--- src/rtl/sharp_reg_bank.sv ---
// Configuration and control/status register bank for the sharpening engine.
// Sits behind the bus slave decoder and drives start, read data and interrupt.
module sharp_reg_bank #(
    parameter int DATA_W = 32,
    parameter int DIM_W  = 10,
    parameter int COEF_W = 8
) (
    input  logic                  clk,
    input  logic                  reset,
    input  logic [4:0]            reg_address,
    input  logic                  SACK_N,
    input  logic                  WR_N,
    input  logic [DATA_W-1:0]     DI,
    output logic [DATA_W-1:0]     DO,
    output logic                  DO_EN,
    output logic                  eng_start,
    input  logic                  eng_busy,
    input  logic                  eng_done,
    output logic [DATA_W-1:0]     src_addr,
    output logic [DATA_W-1:0]     dst_addr,
    output logic [DIM_W-1:0]      img_width,
    output logic [DIM_W-1:0]      img_height,
    output logic [9*COEF_W-1:0]   kernel,
    output logic                  irq
);

    logic [DATA_W-1:0] src_q, dst_q, do_q, do_d;
    logic [DIM_W-1:0]  width_q, height_q;
    logic [COEF_W-1:0] k_q [9];
    logic irq_en_q, irq_en_d;
    logic done_q, done_d;
    logic err_q, err_d;
    logic pending_q, pending_d;
    logic start_q, irq_d;

    logic accessWr, wrCtrl, wrStatus, startReq, startOk;

    // Default kernel is the 4-neighbour sharpen: centre 5, edge neighbours -1.
    function automatic logic [COEF_W-1:0] kDefault(input int idx);
        if (idx == 4)
            return COEF_W'(5);
        else if ((idx % 2) == 1)
            return '1;
        else
            return '0;
    endfunction

    assign accessWr = ~SACK_N & ~WR_N;
    assign wrCtrl   = accessWr && (reg_address == 5'd0);
    assign wrStatus = accessWr && (reg_address == 5'd1);
    assign startReq = wrCtrl & DI[0];
    assign startOk  = startReq & ~eng_busy & ~pending_q;

    // Sticky status bits: a set event beats a coincident write-one-to-clear,
    // and an accepted start discards the previous run's DONE.
    always_comb begin
        irq_en_d  = wrCtrl ? DI[1] : irq_en_q;
        done_d    = eng_done | (done_q & ~(wrStatus & DI[1]) & ~startOk);
        err_d     = (startReq & eng_busy) | (err_q & ~(wrStatus & DI[2]));
        pending_d = startOk | (pending_q & ~eng_busy & ~eng_done);
        irq_d     = done_d & irq_en_d;
    end

    always_comb begin
        do_d = '0;
        case (reg_address)
            5'd0: do_d[1]   = irq_en_q;
            5'd1: do_d[2:0] = {err_q, done_q, eng_busy};
            5'd2: do_d      = src_q;
            5'd3: do_d      = dst_q;
            5'd4: do_d[DIM_W-1:0] = width_q;
            5'd5: do_d[DIM_W-1:0] = height_q;
            default: begin
                for (int i = 0; i < 9; i++) begin
                    if (reg_address == 5'(i + 6))
                        do_d = {{(DATA_W-COEF_W){k_q[i][COEF_W-1]}}, k_q[i]};
                end
            end
        endcase
    end

    always_ff @(posedge clk) begin
        if (reset) begin
            src_q     <= '0;
            dst_q     <= '0;
            width_q   <= '0;
            height_q  <= '0;
            irq_en_q  <= 1'b0;
            done_q    <= 1'b0;
            err_q     <= 1'b0;
            pending_q <= 1'b0;
            start_q   <= 1'b0;
            irq       <= 1'b0;
            do_q      <= '0;
            for (int i = 0; i < 9; i++)
                k_q[i] <= kDefault(i);
        end else begin
            irq_en_q  <= irq_en_d;
            done_q    <= done_d;
            err_q     <= err_d;
            pending_q <= pending_d;
            start_q   <= startOk;
            irq       <= irq_d;
            do_q      <= do_d;
            if (accessWr) begin
                case (reg_address)
                    5'd2: src_q    <= DI;
                    5'd3: dst_q    <= DI;
                    5'd4: width_q  <= DI[DIM_W-1:0];
                    5'd5: height_q <= DI[DIM_W-1:0];
                    default: begin
                        for (int i = 0; i < 9; i++) begin
                            if (reg_address == 5'(i + 6))
                                k_q[i] <= DI[COEF_W-1:0];
                        end
                    end
                endcase
            end
        end
    end

    genvar g;
    generate
        for (g = 0; g < 9; g++) begin : gKernel
            assign kernel[g*COEF_W +: COEF_W] = k_q[g];
        end
    endgenerate

    assign DO         = do_q;
    assign DO_EN      = ~SACK_N & WR_N;
    assign eng_start  = start_q;
    assign src_addr   = src_q;
    assign dst_addr   = dst_q;
    assign img_width  = width_q;
    assign img_height = height_q;

endmodule

--- config.mk ---
export PLATFORM = sky130hd
export DESIGN_NAME = sharp_reg_bank
export DESIGN_NICKNAME = d
export VERILOG_FILES = /design/src/rtl/sharp_reg_bank.sv
export SDC_FILE = /design/constraint.sdc
export NUM_CORES = 1
export LEC_CHECK = 0
export BUFFER_PORTS_ARGS = -buffer_cell sky130_fd_sc_hd__buf_2
export CAP_MARGIN = 20
export CORE_MARGIN = 1
export CORE_UTILIZATION = 40
export CTS_CLUSTER_SIZE = 16
export DETAILED_ROUTE_END_ITERATION = 10
export SLEW_MARGIN = 20
export SYNTH_ARGS = -nofsm -noshare
export SYNTH_HDL_FRONTEND = slang
export SYNTH_SLANG_ARGS = --single-unit
--- constraint.sdc ---
create_clock -name clk -period 3.8 [get_ports clk]
set_input_delay 0.19 -clock clk [delete_from_list [all_inputs] [get_ports clk]]
set_output_delay 0.19 -clock clk [all_outputs]
set_load 0.005 [all_outputs]
==> results.yml, run 1 <==
power_and_ir_drop:
  p_int_mw: 3.30
  p_leak_nw: 4.22
  clockPowerShare_pct: 39.7
  ir_worst_vdd_mv: 0.333
  swShare_pct: 23.8
  powerDensity_mw_per_mm2: 426
  seqPwrFrac_pct: 52.3
  p_total_mw: 4.33
  power.switching_mw: 1.03
  combPwrFrac_pct: 7.9
critical_path:
  required_ns: 4.16
  setup.worst_path.end_class: "register"
  r2r_end: "DO[20]"
  crit_end: "DO[20]"
  r2r_setup_slack_ns: 1.90
  start_kind: "primary input"
  worstReg2RegStart: "k_q[0][23]"
  path_max_fanout: 27
  worstPathArrival_ns: 2.54
  reg2reg_depth: 6
  startpoint: "reg_address[0]"
  critPathKind: "primary input to register"
placed_design:
  hpwlAfterDp_mm: 17.9
  io_buffers: 233
  gp_congestion: 0.877
  dpl.cell_count: 1219
routing:
  avgRoutedWirePerCell_um: 20.7
  drcViolationCount: 0
  routed_wl_mm: 26.3
  via_per_inst: 5.46
  ant_nets: 0
  vias: 6933
  dr.first_iter.drc_count: 475
  drtPass1Iterations: 5
synthesis:
  syn-instance-count: 766
  synth_flop_cell: "dfxtp_1"
  async_flop_share_pct: 0
  syn-num-nets: 809
  yosysUniqueCellTypes: 63
  netlist_area_mm2: 0.00808
  synth-edff-count: 72
  ys_seq_area_share_pct: 57.0
  yosys_warnings: 0
  synth-seq-cells: 194
  avgSynthCellArea_um2: 10.6
layout:
  fin_nets: 1036
  layout_commonest_cell: "buf_2"
  drive_gt1_share_pct: 30.4
  area_growth_pct: 25.8
  instances_no_fill: 1270
  fill_cells: 1882
  layout_common_cells: "232 x buf_2, 144 x nand2_1, 122 x dfxtp_1"
  post-route-util_pct: 51.7
sta:
  fin_crit_ns: 2.18
  tightest_slew_ns: 1.00
  hold_violations: 0
  setup_tns_ns: 0
  fin_crit_sh_pct: 57.2
  finalSetupViolCount: 0
  max-slew-margin-rel_pct: 32.8
  rsz0062_at_grt: "no"
  fin_skew_ns: 0.00964
  fmax_mhz: 460
  slew_violations: 0
  timing.hold.ws_ns: 0.00851
clock_tree:
  clkLatencyLatePin_ns: 0.43
  clock_path_buffers: 2
  holdBufCountCts: 20
  postCtsSetupRepairBufs: 0
  htreeDepth: 4
  cts_made_buffers: 17
  cts-resized-gates: 0
  cts_sinks: 194
  cts_tree: "yes"
  cts-root-buf: "clkbuf_16"
  path_clk_slew_ns: 0.07
floorplanning:
  design.portCount: 234
  initial_utilization_pct: 41.1
  core-area_mm2: 0.0197
  die_w_um: 144
  die_area_mm2: 0.0208
  num_rows: 51
  die_height_um: 144
global_routing:
  grt_pass1_wl_mm: 37.9
  antenna_found_initial: 0
  grt_pass1_vias: 6304
  gr-total-overflow: 0
  grt_usage_pct: 25.0
  grt_max_degree: 70
worst_hold_path:
  hold_path_class: "primary input to register"
run_status:
  status: "finished, final reports clean"
flow_run:
  cap_violations: 0
[Yosys cell counts, types with 2 or more instances]
cell / number / share of area [%]
o221a_1: 4 / 0.56
o22ai_1: 3 / 0.23
or3b_1: 2 / 0.22
o21bai_1: 25 / 2.3
o2111ai_1: 2 / 0.22
clkbuf_1: 25 / 1.2
a211oi_1: 5 / 0.46
edfxtp_1: 72 / 27
and4b_1: 2 / 0.25
and2_1: 11 / 0.85
nand2b_1: 17 / 1.3
mux2_2: 10 / 1.4
a22o_1: 18 / 2.0
a31oi_1: 2 / 0.15
buf_6: 4 / 0.56
or3_1: 2 / 0.15
o22a_1: 3 / 0.33
a21o_1: 15 / 1.4
mux2i_1: 32 / 4.0
dfxtp_1: 122 / 30
nand2_1: 144 / 6.7
a21oi_1: 79 / 4.9
o21ai_0: 6 / 0.37
o31ai_1: 3 / 0.28
a22oi_1: 30 / 2.8
nor3_1: 7 / 0.43
a21oi_2: 2 / 0.22
nand4b_1: 2 / 0.22
a221o_1: 4 / 0.50
buf_4: 6 / 0.56
o221ai_1: 4 / 0.43
a41o_1: 2 / 0.25
or2_0: 2 / 0.15
nor2_1: 29 / 1.3
buf_2: 24 / 1.5
nand3_1: 9 / 0.56
nor2b_1: 5 / 0.39
nor3_2: 3 / 0.37
a221oi_1: 5 / 0.54
[power groups by stage]
stage / registers, mW / logic, mW / clock network [mW]
detailed placement: 2.31 / 0.325 / 0
floorplan: 2.31 / 0.160 / 0
global route: 2.27 / 0.371 / 1.83
finish: 2.27 / 0.343 / 1.72
global placement: 2.32 / 0.325 / 0
CTS: 2.27 / 0.343 / 1.74
[per-stage QoR]
stage,area [um2],setup WS (ns)
finish,10200,1.62
global route,10200,1.53
CTS,10200,1.69
detailed placement,9400,1.27
global placement,9400,1.27
floorplan,8080,2.02
[worst min-delay path by stage]
stage | from | slack, ns | cells past startpoint | end
after floorplan | eng_busy | 0.27 | 1 | pending_q
after global placement | eng_done | 0.44 | 3 | done_q
after detailed placement | eng_done | 0.44 | 3 | done_q
after CTS | DI[18] | 0.0004 | 3 | dst_addr[18]
after global routing | DI[12] | 0.007 | 3 | dst_addr[12]
final | DI[12] | 0.009 | 3 | dst_addr[12]
[sequential cells by signal (all words and copies together), names as in the netlist, 10 cells and up]
register and flops:
img_width 10, img_height 10, DO 32, k_q 72
src_addr 32, dst_addr 32
[cell type report]
type | instances | area [um2] | area share (%)
Sequential cell | 194 | 4600 | 45.3
Multi-Input combinational cell | 511 | 3180 | 31.3
Timing Repair Buffer | 268 | 1480 | 14.6
Clock buffer | 24 | 513 | 5.05
Tap cell | 265 | 332 | 3.26
Clock inverter | 6 | 46.3 | 0.455
Inverter | 1 | 3.75 | 0.0369
Antenna cell | 1 | 2.50 | 0.0246
[per-layer routing]
metal  GRT usage (%)  up-vias  routed length, um  share of wire, %
met5               0        -                  0                 0
met4            8.81        0                551               2.1
met3            5.13       33               1870               7.1
met2            37.8      303              12100                46
met1            35.4     3369              11700                45
li1                -     3228                  -                 -
[worst max-delay path, stage by stage]
cell,delay (ns)
buf_2,0.43
buf_4,0.43
and4b_1,0.56
a22oi_1,0.18
o221ai_2,0.22
buf_4,0.33
o21bai_1,0.17
[cells by family (layout without fill, tap and decap cells)]
family	Yosys count	after routing	synth area share [%]
AO/OA/AOI/OAI	218	218	18.7
XOR/XNOR	1	1	0.108
buffers and inverters	61	299	3.85
flip-flops	194	194	57.0
multiplexers	42	42	5.36
other	0	1	0
AND/OR/NAND/NOR	250	250	15.0
No activity file was read; power rests on OpenSTA's default activity.
==> run 2, diff against run 1 <==
--- a/config.mk
+++ b/config.mk
@@ -5,12 +5,14 @@
 export SDC_FILE = /design/constraint.sdc
 export NUM_CORES = 1
 export LEC_CHECK = 0
+export ABC_AREA = 1
 export BUFFER_PORTS_ARGS = -buffer_cell sky130_fd_sc_hd__buf_2
 export CAP_MARGIN = 20
 export CORE_MARGIN = 1
 export CORE_UTILIZATION = 40
 export CTS_CLUSTER_SIZE = 16
 export DETAILED_ROUTE_END_ITERATION = 10
+export PLACE_DENSITY = 0.67
 export SLEW_MARGIN = 20
 export SYNTH_ARGS = -nofsm -noshare
 export SYNTH_HDL_FRONTEND = slang
==> constraint.sdc (replaced) <==
create_clock -name clk -period 1.86 [get_ports clk]
set_input_delay 0.093 -clock clk [delete_from_list [all_inputs] [get_ports clk]]
set_output_delay 0.093 -clock clk [all_outputs]
set_load 0.005 [all_outputs]
==> results.yml, run 2 <==
global_routing:
  grt_usage_pct: 24.1
  gr-total-overflow: 0
  grt_pass1_wl_mm: 37.5
  grt_max_degree: 117
  antenna_found_initial: 0
  grt_pass1_vias: 6793
synthesis:
  synth_top_cells_by_area: "dfxtp_1 30%, edfxtp_1 27%, nand2_1 6.8%"
  synth-seq-cells: 194
  yosysUniqueCellTypes: 36
  netlist_area_mm2: 0.00814
  yosysTopAreaCellShare_pct: 30.0
  yosys.area_share.simple_pct: 20.5
  muxShareOfSynthArea_pct: 0
  yosysMostFrequentCell: "nand2_1"
  synth_xor_area_share_pct: 0
  synth-edff-count: 72
  synthTopCellsByCount: "147 x nand2_1, 129 x inv_1, 122 x dfxtp_1"
  avgSynthCellArea_um2: 8.78
  synth_compound_gate_area_share_pct: 13.1
  syn-num-nets: 971
  ys_seq_area_share_pct: 56.5
  synth_top_cell_by_area: "dfxtp_1"
  yosys_warnings: 0
  synth_top_family_by_area: "simple AND/OR/NAND/NOR gates"
  synth_flop_cell: "dfxtp_1"
  async_flop_share_pct: 0
  syn-instance-count: 928
  yosys.area_share.adder_pct: 0
power_and_ir_drop:
  powerDensity_mw_per_mm2: 848
  p_total_mw: 8.95
  p_leak_nw: 5.04
  combPwrFrac_pct: 8.0
  p_int_mw: 6.71
  power.switching_mw: 2.24
  swShare_pct: 25.0
  clockPowerShare_pct: 40.2
  seqPwrFrac_pct: 51.8
  ir_worst_vdd_mv: 0.488
sta:
  setup_tns_ns: 0
  fin_skew_ns: 0.00902
  hold_violations: 0
  tightest_slew_ns: 0.927
  fmax_mhz: 641
  rsz0062_at_grt: "no"
  slew_violations: 0
  finalSetupViolCount: 0
  fin_crit_ns: 1.56
  max-slew-margin-rel_pct: 38.2
  fin_crit_sh_pct: 83.8
layout:
  regArea_mm2: 0.00460
  design_area_mm2: 0.0106
  layout_commonest_cell: "buf_2"
  drive_gt1_share_pct: 30.2
  multiInputGateArea_mm2: 0.00273
  area_growth_pct: 29.7
  layout_common_cells: "233 x buf_2, 147 x nand2_1, 129 x inv_1"
  fill_cells: 1812
  n_antenna_cell: 0
  top_register: "k_q"
  largest_reg_flops: 72
  instances_no_fill: 1472
  fin_nets: 1237
run_status:
  status: "finished, final reports clean"
clock_tree:
  path_clk_slew_ns: 0.07
  cts-resized-gates: 0
  htreeDepth: 4
  cts_sinks: 194
  cts_made_buffers: 17
  clock_path_buffers: 2
  postCtsSetupRepairBufs: 0
  cts-root-buf: "clkbuf_16"
  clkLatencyLatePin_ns: 0.43
  cts_tree: "yes"
  holdBufCountCts: 27
critical_path:
  r2r_end: "DO[31]"
  reg2reg_depth: 8
  path_max_fanout: 25
  cp_cell_sequence: "nand4_1 -> nand2_1 -> nor2_1 -> nand4_2 -> nand2_4 -> nand4_1 -> nand2_1 -> inv_1"
  crit_buf_inv: 1
  setup.worst_path.end_class: "register"
  startpoint: "k_q[0][7]"
  start_kind: "register"
  path_delay_family: "simple AND/OR/NAND/NOR gates"
  cp.depth: 8
  slowest_delay_ns: 0.42
  critPathKind: "register to register"
  required_ns: 2.19
  crit_end: "DO[31]"
  worstPathArrival_ns: 1.89
  critPathSlowestCell: "edfxtp_1"
  r2r_setup_slack_ns: 0.30
  worstReg2RegStart: "k_q[0][7]"
routing:
  ant_nets: 0
  vias: 7402
  drcViolationCount: 0
  drtPass1Iterations: 5
  avgRoutedWirePerCell_um: 17.1
  routed_wl_mm: 25.2
  dr.first_iter.drc_count: 631
  via_per_inst: 5.03
placed_design:
  gp_congestion: 0.887
  placed_area_mm2: 0.00971
  hpwlAfterDp_mm: 18.2
  dpl.cell_count: 1413
  io_buffers: 233
floorplanning:
  core-area_mm2: 0.0197
  die_w_um: 145
  initial_utilization_pct: 41.3
  num_rows: 51
  die_height_um: 145
  design.portCount: 234
  die_area_mm2: 0.0209
worst_hold_path:
  hold_path_class: "primary input to register"
flow_run:
  cap_violations: 0
run 2: worst min path at each step:
stage | slack (ns) | cells past startpoint | to | from
floorplan | 0.22 | 1 | DO_EN | SACK_N
global placement | 0.34 | 3 | src_addr[24] | DI[24]
finish | 0.02 | 3 | pending_q | reset
CTS | 0.008 | 3 | irq_en_q | reset
global route | 0.03 | 3 | pending_q | reset
detailed placement | 0.34 | 3 | src_addr[24] | DI[24]
run 2: kinds of logic after synthesis:
group | after synthesis
flops | 194
compound gates | 197
buf+inv | 196
simple gates | 341
run 2: area by class of cell:
class / instances / share of cell area (%)
inverters: 146 / 5.23
repair buffers: 297 / 16.7
flip-flops and latches: 194 / 43.6
multi-input cells: 538 / 25.9
clock buffers: 19 / 4.40
well taps: 265 / 3.14
clock inverters: 13 / 1.07
run 2: power groups by stage:
stage	combinational [mW]	clock, mW	sequential, mW
CTS	0.715	3.64	4.64
detailed placement	0.670	0	4.74
global route	0.788	3.82	4.65
finish	0.716	3.59	4.64
floorplan	0.304	0	4.73
global placement	0.662	0	4.74
run 2: routing by layer:
metal  vias up  part of all wire, %  routed length [um]  track usage, %
met5         -                    0                   0               0
met4         0                  3.8                 961            11.2
met3        60                  6.8                1720            4.80
met2       303                   45               11400            36.7
met1      3423                   44               11100            32.8
li1       3616                    -                   -               -
run 2: worst min-delay path, delay by kind of cell:
kind	cells	cell delay (ns)
compound gates	1	0.05
buf+inv	2	0.26
run 2: through the flow:
step	hold WS, ns	setup slack (ns)	utilization [%]
2_1_floorplan	0.217	0.166	-
3_3_place_gp	0.336	0.0987	49.3
3_5_place_dp	0.340	0.0677	49.3
4_1_cts	0.00755	0.313	53.6
5_1_grt	0.0308	0.218	53.6
6_report	0.0176	0.301	53.6
==> run 3, diff against run 2 <==
==> constraint.sdc (replaced) <==
create_clock -name clk -period 1.3 [get_ports clk]
set_input_delay 0.065 -clock clk [delete_from_list [all_inputs] [get_ports clk]]
set_output_delay 0.065 -clock clk [all_outputs]
set_load 0.005 [all_outputs]
==> results.yml, run 3 (synthesis results as in run 2) <==
floorplanning:
  core-area_mm2: 0.0197
  num_rows: 51
  design.portCount: 234
  initial_utilization_pct: 41.3
  die_height_um: 145
  die_area_mm2: 0.0209
  die_w_um: 145
critical_path:
  critPathSlowestCell: "edfxtp_1"
  required_ns: 1.64
  worstPathArrival_ns: 1.82
  path_delay_family: "simple AND/OR/NAND/NOR gates"
  setup.worst_path.end_class: "register"
  path_max_fanout: 12
  slowest_delay_ns: 0.42
  r2r_setup_slack_ns: -0.17
  critPathKind: "register to register"
  cp_cell_sequence: "nand4_1 -> nand2_1 -> nor2_2 -> nand4_4 -> buf_4 -> nand2_8 -> nand4_1 -> nand2_1 -> inv_1"
  r2r_end: "DO[20]"
  crit_buf_inv: 2
  worstReg2RegStart: "k_q[0][7]"
  reg2reg_depth: 9
  start_kind: "register"
layout:
  n_antenna_cell: 0
  fin_nets: 1301
  drive_gt1_share_pct: 35.4
  top_register: "k_q"
  layout_commonest_cell: "buf_2"
  layout_common_cells: "233 x buf_2, 136 x nand2_1, 127 x inv_1"
  area_growth_pct: 40.1
  design_area_mm2: 0.0114
  post-route-util_pct: 57.9
  fill_cells: 1767
  largest_reg_flops: 72
power_and_ir_drop:
  seqPwrFrac_pct: 50.5
  clockPowerShare_pct: 40.1
  powerDensity_mw_per_mm2: 1150
  p_int_mw: 9.79
  power.switching_mw: 3.36
  ir_worst_vdd_mv: 1.00
  swShare_pct: 25.5
  combPwrFrac_pct: 9.4
  p_leak_nw: 5.48
worst_hold_path:
  hold_path_startpoint: "DI[5]"
  worstHoldPathCells: 3
  hold_path_class: "primary input to register"
  hold_end: "dst_addr[5]"
routing:
  avgRoutedWirePerCell_um: 17.1
  met1Wirelength_mm: 11.3
  drtPass1Iterations: 5
  via_per_inst: 4.96
  wl_met2_mm: 12.7
  dr.first_iter.drc_count: 524
  vias: 7618
  routed.top_layer: "met4"
  ant_nets: 0
  routed_wl_mm: 26.3
  drcViolationCount: 0
  dr_wl_met3_mm: 1.71
clock_tree:
  cts_tree: "yes"
  path_clk_slew_ns: 0.08
  cts_sinks: 194
  clkLatencyLatePin_ns: 0.44
  cts_made_buffers: 17
  cts-root-buf: "clkbuf_16"
  htreeDepth: 4
  clock_path_buffers: 2
flow_run:
  cap_violations: 0
global_routing:
  grt_max_degree: 90
  grt_pass1_wl_mm: 38.1
  grt_usage_pct: 24.5
  grt_pass1_vias: 6872
  antenna_found_initial: 0
  gr-total-overflow: 0
placed_design:
  io_buffers: 233
  placed_area_mm2: 0.0104
  gp_congestion: 0.850
  hpwlAfterDp_mm: 19.2
sta:
  finalSetupViolCount: 26
  fmax_mhz: 678
  fin_crit_sh_pct: 113
  tightest_slew_ns: 0.384
  fin_crit_ns: 1.47
  rsz0062_at_grt: "yes"
  slew_violations: 0
  setup_tns_ns: -3.59
  fin_skew_ns: 0.0121
  max-slew-margin-rel_pct: 74.3
  hold_violations: 0
  setup_ws_ns: -0.175
run_status:
  violations: "negative setup slack"
  status: "complete, but fails checks"
-- run 3: changes by cell type in the layout (fill, tap and decap cells not counted), moves of 3 or more --
cell,previous run,this run
inv_6,4,7
buf_4,33,76
nor2_4,5,8
dlygate4sd3_1,27,30
nor2_1,66,62
buf_12,4,20
clkinv_4,3,0
o21ai_0,78,71
nand2_1,147,136
o21ai_2,0,5
nand2_2,7,12
nand2_4,2,8
-- run 3: layer usage --
metal,GRT usage [%],vias up
met4,9.64,0
met3,4.21,32
met1,33.1,3530
met2,38.9,317
li1,-,3739
met5,0,-
-- run 3: metrics by stage --
step / hold slack [ns] / setup WS (ns) / cells / power (mW)
global placement: 0.306 / -0.290 / 1466 / 7.87
detailed placement: 0.308 / -0.312 / 1466 / 7.89
finish: 0.0176 / -0.175 / 1536 / 13.1
floorplan: 0.161 / -0.137 / 928 / 7.23
global route: 0.0182 / -0.246 / 1536 / 13.6
CTS: 0.00931 / -0.140 / 1528 / 13.1
-- run 3: area by class of cell --
type	instances	area, um2	share of cell area (%)
Clock buffer	17	425	3.73
Tap cell	265	332	2.91
Clock inverter	15	159	1.39
Timing Repair Buffer	359	2440	21.4
Multi-Input combinational cell	540	2890	25.3
Sequential cell	194	4600	40.4
Inverter	146	559	4.90
-- run 3: worst max path at each step --
stage	slack [ns]	to	depth (start not counted)	startpoint
2_1_floorplan	-0.14	k_q[0][0]	4	WR_N
3_3_place_gp	-0.29	k_q[0][4]	9	reg_address[0]
3_5_place_dp	-0.31	k_q[0][20]	9	reg_address[0]
4_1_cts	-0.14	DO[7]	8	k_q[0][15]
5_1_grt	-0.25	DO[7]	9	k_q[0][7]
6_report	-0.17	DO[20]	9	k_q[0][7]
-- run 3: worst register-to-register path, delay by kind of cell (launching register included) --
family / cells / cell delay (ns)
and+or+nand+nor: 7 / 0.74
DFF: 1 / 0.42
buffers and inverters: 2 / 0.23
-- run 3: power groups by stage --
stage | Clock (mW) | Combinational, mW | Sequential, mW
CTS | 5.33 | 1.19 | 6.64
floorplan | 0 | 0.466 | 6.76
global route | 5.57 | 1.34 | 6.65
finish | 5.27 | 1.24 | 6.64
detailed placement | 0 | 1.11 | 6.78
global placement | 0 | 1.10 | 6.78
-- run 3: what timing repair did --
| action | 4_1_cts | 5_1_grt |
|---|---|---|
| pin swaps | 1 | 4 |
| gates cloned | 0 | 2 |
| endpoints found under the setup margin | 25 | 44 |
| setup buffers | 0 | 6 |
| gates resized for setup | 1 | 12 |
| endpoints found under the hold margin | 65 | 0 |
| hold buffers | 30 | 0 |
